[config.mk]
export PLATFORM = sky130hd
export DESIGN_NAME = mips_muldiv
export DESIGN_NICKNAME = d
export VERILOG_FILES = /design/src/rtl/mips_pkg.sv /design/src/rtl/mips_muldiv_step.sv /design/src/rtl/mips_muldiv.sv
export SDC_FILE = /design/constraint.sdc
export NUM_CORES = 1
export LEC_CHECK = 0
export ABC_AREA = 1
export ABC_CLOCK_PERIOD_IN_PS = 2500
export BUFFER_PORTS_ARGS = -buffer_cell sky130_fd_sc_hd__buf_4
export CAP_MARGIN = 20
export CORE_MARGIN = 2
export CORE_UTILIZATION = 27
export CTS_BUF_LIST = sky130_fd_sc_hd__clkbuf_4 sky130_fd_sc_hd__clkbuf_8
export DETAILED_ROUTE_END_ITERATION = 10
export PLACE_DENSITY = 0.43
export SLEW_MARGIN = 20
export SYNTH_ARGS = -nofsm -noshare
export SYNTH_HDL_FRONTEND = slang
export SYNTH_HIERARCHICAL = 1
export SYNTH_SLANG_ARGS = --single-unit
export TNS_END_PERCENT = 100
[constraint.sdc]
create_clock -name clk -period 2.5 [get_ports clk]
set_input_delay 0.375 -clock clk [delete_from_list [all_inputs] [get_ports clk]]
set_output_delay 0.375 -clock clk [all_outputs]
set_load 0.005 [all_outputs]
[src/rtl/mips_pkg.sv]
// mips_pkg: shared types and constants for the MIPS HI/LO multiply/divide unit.
//   muldiv_op_t    : opcode encoding presented on mips_muldiv.op
//   muldiv_state_t : sequencer states of mips_muldiv
//   MULDIV_ITERS   : number of single-bit iterations per MULT/DIV
package mips_pkg;

    typedef enum logic [2:0] {
        OP_MULTU = 3'b000,
        OP_MULT  = 3'b001,
        OP_DIVU  = 3'b010,
        OP_DIV   = 3'b011,
        OP_MTHI  = 3'b100,
        OP_MTLO  = 3'b101
    } muldiv_op_t;

    typedef enum logic [1:0] {
        S_IDLE = 2'd0,
        S_PREP = 2'd1,
        S_RUN  = 2'd2,
        S_FIX  = 2'd3
    } muldiv_state_t;

    localparam int MULDIV_ITERS = 32;

endpackage

[src/rtl/mips_muldiv_step.sv]
// mips_muldiv_step: one combinational iteration of the HI/LO datapath.
//   div_i : 1 = restoring-divide step, 0 = shift-add multiply step
//   acc_i : 64-bit accumulator in; multiply {partial, multiplier},
//           divide {remainder, dividend/quotient}
//   b_i   : multiplicand or divisor magnitude
//   acc_o : accumulator after one iteration
module mips_muldiv_step (
    input  logic        div_i,
    input  logic [63:0] acc_i,
    input  logic [31:0] b_i,
    output logic [63:0] acc_o
);

    logic [32:0] sum;
    logic [32:0] rem_sh;
    logic        ge;
    logic [31:0] diff;

    always_comb begin
        // Multiply: add multiplicand into the upper half when the LSB of the
        // multiplier is set, then shift the whole accumulator right by one.
        sum    = {1'b0, acc_i[63:32]} + (acc_i[0] ? {1'b0, b_i} : 33'd0);
        // Divide: shift the next dividend bit into the remainder. The
        // remainder stays below the divisor, so a successful subtract always
        // fits in 32 bits.
        rem_sh = acc_i[63:31];
        ge     = rem_sh >= {1'b0, b_i};
        diff   = rem_sh[31:0] - b_i;
        if (div_i)
            acc_o = ge ? {diff, acc_i[30:0], 1'b1} : {rem_sh[31:0], acc_i[30:0], 1'b0};
        else
            acc_o = {sum, acc_i[31:1]};
    end

endmodule

[src/rtl/mips_muldiv.sv]
// mips_muldiv: iterative MIPS multiply/divide unit with HI/LO registers.
//   clk, rst_n       : clock, synchronous active-low reset
//   start, op        : request strobe and opcode (muldiv_op_t)
//   src_a, src_b     : operands (src_a also carries MTHI/MTLO data)
//   busy             : PREP/RUN/FIX in progress
//   done             : one-cycle pulse when HI/LO take a MULT/DIV result
//   div_by_zero      : pulses with done for a divide by zero
//   hi, lo           : HI/LO registers
// Build option: MIPS_MULDIV_SIGNED_EN enables signed MULT/DIV; without it
// MULT/DIV behave as MULTU/DIVU and no sign logic exists.
module mips_muldiv
    import mips_pkg::*;
#(
    parameter int DATA_W = 32
) (
    input  logic              clk,
    input  logic              rst_n,
    input  logic              start,
    input  logic [2:0]        op,
    input  logic [DATA_W-1:0] src_a,
    input  logic [DATA_W-1:0] src_b,
    output logic              busy,
    output logic              done,
    output logic              div_by_zero,
    output logic [DATA_W-1:0] hi,
    output logic [DATA_W-1:0] lo
);

    muldiv_state_t state_q;
    logic [5:0]    cnt_q;
    logic [63:0]   acc_q, acc_step;
    logic [31:0]   a_q, b_q, a_mag, b_mag;
    logic          div_q, bz_q;
    logic [31:0]   hi_q, lo_q, hi_d, lo_d;
    logic          done_q, dbz_q;
`ifdef MIPS_MULDIV_SIGNED_EN
    logic          sgn_q, neg_q, rneg_q;
    logic          a_neg, b_neg;
`endif

    mips_muldiv_step u_step (
        .div_i (div_q),
        .acc_i (acc_q),
        .b_i   (b_q),
        .acc_o (acc_step)
    );

`ifdef MIPS_MULDIV_SIGNED_EN
    assign a_neg = sgn_q & a_q[31];
    assign b_neg = sgn_q & b_q[31];
    assign a_mag = a_neg ? -a_q : a_q;
    assign b_mag = b_neg ? -b_q : b_q;
`else
    assign a_mag = a_q;
    assign b_mag = b_q;
`endif

    // Result as written to HI/LO on leaving FIX.
    always_comb begin
        hi_d = acc_q[63:32];
        lo_d = acc_q[31:0];
`ifdef MIPS_MULDIV_SIGNED_EN
        if (div_q) begin
            if (neg_q)  lo_d = -acc_q[31:0];
            if (rneg_q) hi_d = -acc_q[63:32];
        end else if (neg_q) begin
            {hi_d, lo_d} = -acc_q;
        end
`endif
        // Divide by zero reports the raw dividend, never sign-corrected.
        if (bz_q) begin
            hi_d = a_q;
            lo_d = '1;
        end
    end

    always_ff @(posedge clk) begin
        if (!rst_n) begin
            state_q <= S_IDLE;
            cnt_q   <= '0;
            acc_q   <= '0;
            a_q     <= '0;
            b_q     <= '0;
            div_q   <= 1'b0;
            bz_q    <= 1'b0;
            hi_q    <= '0;
            lo_q    <= '0;
            done_q  <= 1'b0;
            dbz_q   <= 1'b0;
`ifdef MIPS_MULDIV_SIGNED_EN
            sgn_q   <= 1'b0;
            neg_q   <= 1'b0;
            rneg_q  <= 1'b0;
`endif
        end else begin
            done_q <= 1'b0;
            dbz_q  <= 1'b0;
            case (state_q)
                S_IDLE: if (start) begin
                    case (op)
                        OP_MULTU, OP_MULT, OP_DIVU, OP_DIV: begin
                            a_q     <= src_a;
                            b_q     <= src_b;
                            div_q   <= op[1];
`ifdef MIPS_MULDIV_SIGNED_EN
                            sgn_q   <= op[0];
`endif
                            state_q <= S_PREP;
                        end
                        OP_MTHI: hi_q <= src_a;
                        OP_MTLO: lo_q <= src_a;
                        default: ;
                    endcase
                end
                S_PREP: begin
                    acc_q   <= {32'd0, a_mag};
                    b_q     <= b_mag;
                    bz_q    <= div_q && (b_q == '0);
`ifdef MIPS_MULDIV_SIGNED_EN
                    neg_q   <= a_neg ^ b_neg;
                    rneg_q  <= a_neg;
`endif
                    cnt_q   <= '0;
                    state_q <= S_RUN;
                end
                S_RUN: begin
                    acc_q <= acc_step;
                    cnt_q <= cnt_q + 6'd1;
                    if (cnt_q == 6'(MULDIV_ITERS - 1)) state_q <= S_FIX;
                end
                S_FIX: begin
                    hi_q    <= hi_d;
                    lo_q    <= lo_d;
                    done_q  <= 1'b1;
                    dbz_q   <= bz_q;
                    state_q <= S_IDLE;
                end
                default: state_q <= S_IDLE;
            endcase
        end
    end

    assign busy        = (state_q != S_IDLE);
    assign done        = done_q;
    assign div_by_zero = dbz_q;
    assign hi          = hi_q;
    assign lo          = lo_q;

endmodule

==> run_results.csv <==
group,metric,value,unit
run_status,status,"finished clean",
worst_hold_path,min_path_cells,3,
setup_path,r2r-end,"acc_q[58]",
detailed_routing,wl_per_cell,17.7,µm
floorplan,initial_core_util,27.3,%
power_and_ir_drop,power.internal,8.72,mW
timing,slew_headroom,51.3,%
setup_path,timing.rr.start,"acc_q[0]",
synthesis,synth-seq-cells,204,
detailed_routing,vias_per_cell,4.76,
synthesis,ys_warn_count,6,
setup_path,cp_max_fo,14,
timing,worst-slew-pin-transition,731,ps
detailed_routing,drc,0,
timing,rsz0062_at_grt,"yes",
timing,clock.fmax,408,MHz
detailed_routing,totalWireLength,64.4,mm
global_route,grt_pass1_wl,96.0,mm
setup_path,cp.required,3030,ps
synthesis,syn_area,15000,µm²
synthesis,ys_seq_area_share,27.2,%
global_route,grt_pass1_vias,16300,
setup_path,slowest_stage,"dfxtp_4",
setup_path,arrival,2980,ps
power_and_ir_drop,max-vdd-ir-drop,0.603,mV
floorplan,die_h,240,µm
timing,min_period,2450,ps
finish,finalNetCount,2998,
setup_path,slowest_delay,370,ps
power_and_ir_drop,switching_power,6.35,mW
power_and_ir_drop,p_clk_share,28.2,%
power_and_ir_drop,p_seq_share,26.4,%
global_route,overflow,0,
finish,area_growth,38.7,%
clocking,clock-sinks,204,
detailed_routing,first_pass_iters,6,
clocking,cts_tree,"done",
setup_path,reg2reg_depth,15,
floorplan,fp.coreArea,55100,µm²
timing,fin_worst_skew,22.3,ps
timing,slew_violations,0,
worst_hold_path,min_from,"src_a[9]",
synthesis,synth_nets,2660,
power_and_ir_drop,swShare,42.1,%
clocking,ctsRootBufferMaster,"clkbuf_8",
worst_hold_path,hp-class,"in2reg",
power_and_ir_drop,leakagePower,10.1,nW
global_route,grt.total_usage,21.7,%
floorplan,std_cell_rows,86,
global_route,grt_max_degree,89,
timing,setup_viol,0,
setup_path,critPathTopFamily,"simple AND/OR/NAND/NOR gates",
setup_path,critPathKind,"reg2reg",
finish,layout-drive-gt1-share,23.9,%
placement,port-buffer-count,136,
finish,fin_util,37.8,%
setup_path,critPathCaptureType,"flip-flop",
setup_path,start_kind,"flip-flop",
synthesis,syn_inst,2518,
detailed_routing,vias,17300,
placement,place.gp.congestion,0.914,
setup_path,cp.buffers_inverters,4,
finish,fill_cells,6136,
synthesis,yosysUniqueCellTypes,44,
power_and_ir_drop,combPwrFrac,45.4,%
timing,fin_crit_sh,98.0,%
floorplan,io_pins,137,
floorplan,dieWidth,240,µm
clocking,clk-insertion-delay-late,610,ps
clocking,cts_buffers,43,
timing,finalHoldViolCount,0,
synthesis,avgSynthCellArea,5.97,µm²
detailed_routing,postRouteAntennaNets,0,
global_route,antenna_found_initial,3,
worst_hold_path,whs_endpoint,"a_mag[9]",
placement,place_hpwl,48.4,mm
job,drv_cap,0,
setup_path,cp_cell_sequence,"buf_12 > buf_8 > nand2_1 > inv_1 > ha_1 > nand2_1 > nor2_4 > inv_1 > o21bai_1 > nor2_1 > nand3_1 > nand3_1 > nand2_1 > nand3_1 > a21oi_1",
detailed_routing,drtIter0Drc,1345,
floorplan,dieArea,57600,µm²
clocking,htreeDepth,2,
setup_path,r2r_slack,50,ps
clocking,clk_pin_slew,60,ps
clocking,cts_buffer_depth,3,
power_and_ir_drop,power_density,723,nW/µm²
power_and_ir_drop,power.total,15.1,mW
==> per-layer routing <==
layer | track usage [%] | part of all wire [%]
met2 | 37.0 | 47
met1 | 28.8 | 46
met3 | 2.77 | 4.7
met4 | 5.50 | 2.3
met5 | 0 | 0
==> what timing repair did <==
action                                  in CTS  in global routing
endpoints found under the setup margin      16                 33
gates resized for setup                     21                222
endpoints found under the hold margin       44                  0
setup buffers                                2                  9
pin swaps                                    2                 29
cloned                                       1                  2
hold buffers                                44                  0
==> tightest hold or removal path, cell delays in order <==
cell and delay [ps]:
buf_4 80, inv_1 50, a21oi_1 100
==> cell type report <==
cell class	count	area (µm²)	area share (%)
Sequential cell	204	4110	19.7
Timing Repair Buffer	412	3410	16.3
Clock buffer	67	853	4.09
Antenna cell	2	5.00	0.0240
Inverter	384	1440	6.91
Multi-Input combinational cell	1811	9930	47.7
Clock inverter	13	160	0.768
Tap cell	748	936	4.49
==> logic make-up after synthesis <==
group | Yosys count | synth area share, %
AOI/OAI and AO/OA | 533 | 18.6
xor gates and xnor gates | 21 | 1.22
adders and majority gates | 72 | 6.09
buffers and inverters | 504 | 13.5
DFF | 204 | 27.2
and+or+nand+nor | 1184 | 33.4
==> stage by stage <==
stage | std cells | TNS, ps | instance area, µm² | hold WS, ps | setup WS, ps
CTS | 3628 | 0 | 19800 | 2.15 | 1.07
detailed placement | 3501 | -422 | 18200 | 457 | -193
global route | 3641 | -166 | 20800 | 18.9 | -25.2
finish | 3641 | 0 | 20800 | 45.8 | 50.7
floorplan | 2518 | 0 | 15000 | 455 | 39.5
global placement | 3501 | -548 | 18200 | 457 | -209
==> worst max-delay path by stage <==
| stage | start | endpoint | slack, ps | cells past startpoint |
|---|---|---|---|---|
| final | acc_q[0] | acc_q[58] | 50 | 15 |
| after global placement | acc_q[0] | acc_q[49] | -210 | 13 |
| after floorplan | acc_q[0] | acc_q[43] | 40 | 16 |
| after CTS | acc_q[0] | acc_q[61] | 1 | 16 |
| after detailed placement | acc_q[0] | acc_q[49] | -190 | 13 |
| after global routing | b_mag[11] | acc_q[0] | -30 | 17 |
==> registers in the layout, indices dropped and copies added (netlist names) <==
name         count
lo              32
div_by_zero      1
div_q            1
hi              32
b_mag           32
done             1
a_mag           32
state_q          2
bz_q             1
cnt_q            6
acc_q           64
==> power by group through the flow <==
stage	logic, mW	clock network, mW	registers, mW
2_1_floorplan	3.64	0	3.99
3_3_place_gp	6.46	0	4.03
3_5_place_dp	6.46	0	4.03
4_1_cts	6.61	4.41	3.97
5_1_grt	7.50	4.53	4.03
6_report	6.84	4.25	3.98
==> cells in the mapped netlist (all sizes together) <==
cell    instances  area (µm²)
nand2         635        2450
inv           379        1420
o21ai         294        1470
nor2          288        1140
dfxtp         204        4080
nand3         191         961
a21oi         189         953
ha             70         876
buf            68         392
clkbuf         52         195
o211ai         29         218
nand3b         28         210
nand4          16         106
xnor2          16         140
nor3           13        70.1
o21a            8        60.1
o21bai          6        45.0
or2             6        37.5
clkinv          5        18.8
xor2            5        43.8
a21o            3        22.5
and2            3        18.8
fa              2        40.0
nor3b           2        15.0
nor4            2        12.5
o221ai          2        17.5
a211oi          1        7.51
a31oi           1        6.26
==> cells in the final DEF (no fill, tap or decap), drive strengths merged, types with 8 or more instances in the layout <==
cell | netlist | layout
o21a | 8 | 8
a21oi | 189 | 189
dlygate4sd3 | 0 | 44
clkinv | 5 | 10
ha | 70 | 70
buf | 68 | 366
nand3 | 191 | 191
nor2 | 288 | 288
nand4 | 16 | 16
xnor2 | 16 | 16
o211ai | 29 | 29
nor3 | 13 | 13
nand3b | 28 | 28
nand2 | 635 | 636
o21ai | 294 | 294
inv | 379 | 381
dfxtp | 204 | 204
clkbuf | 52 | 69
Power figures use the tool's default switching activity.
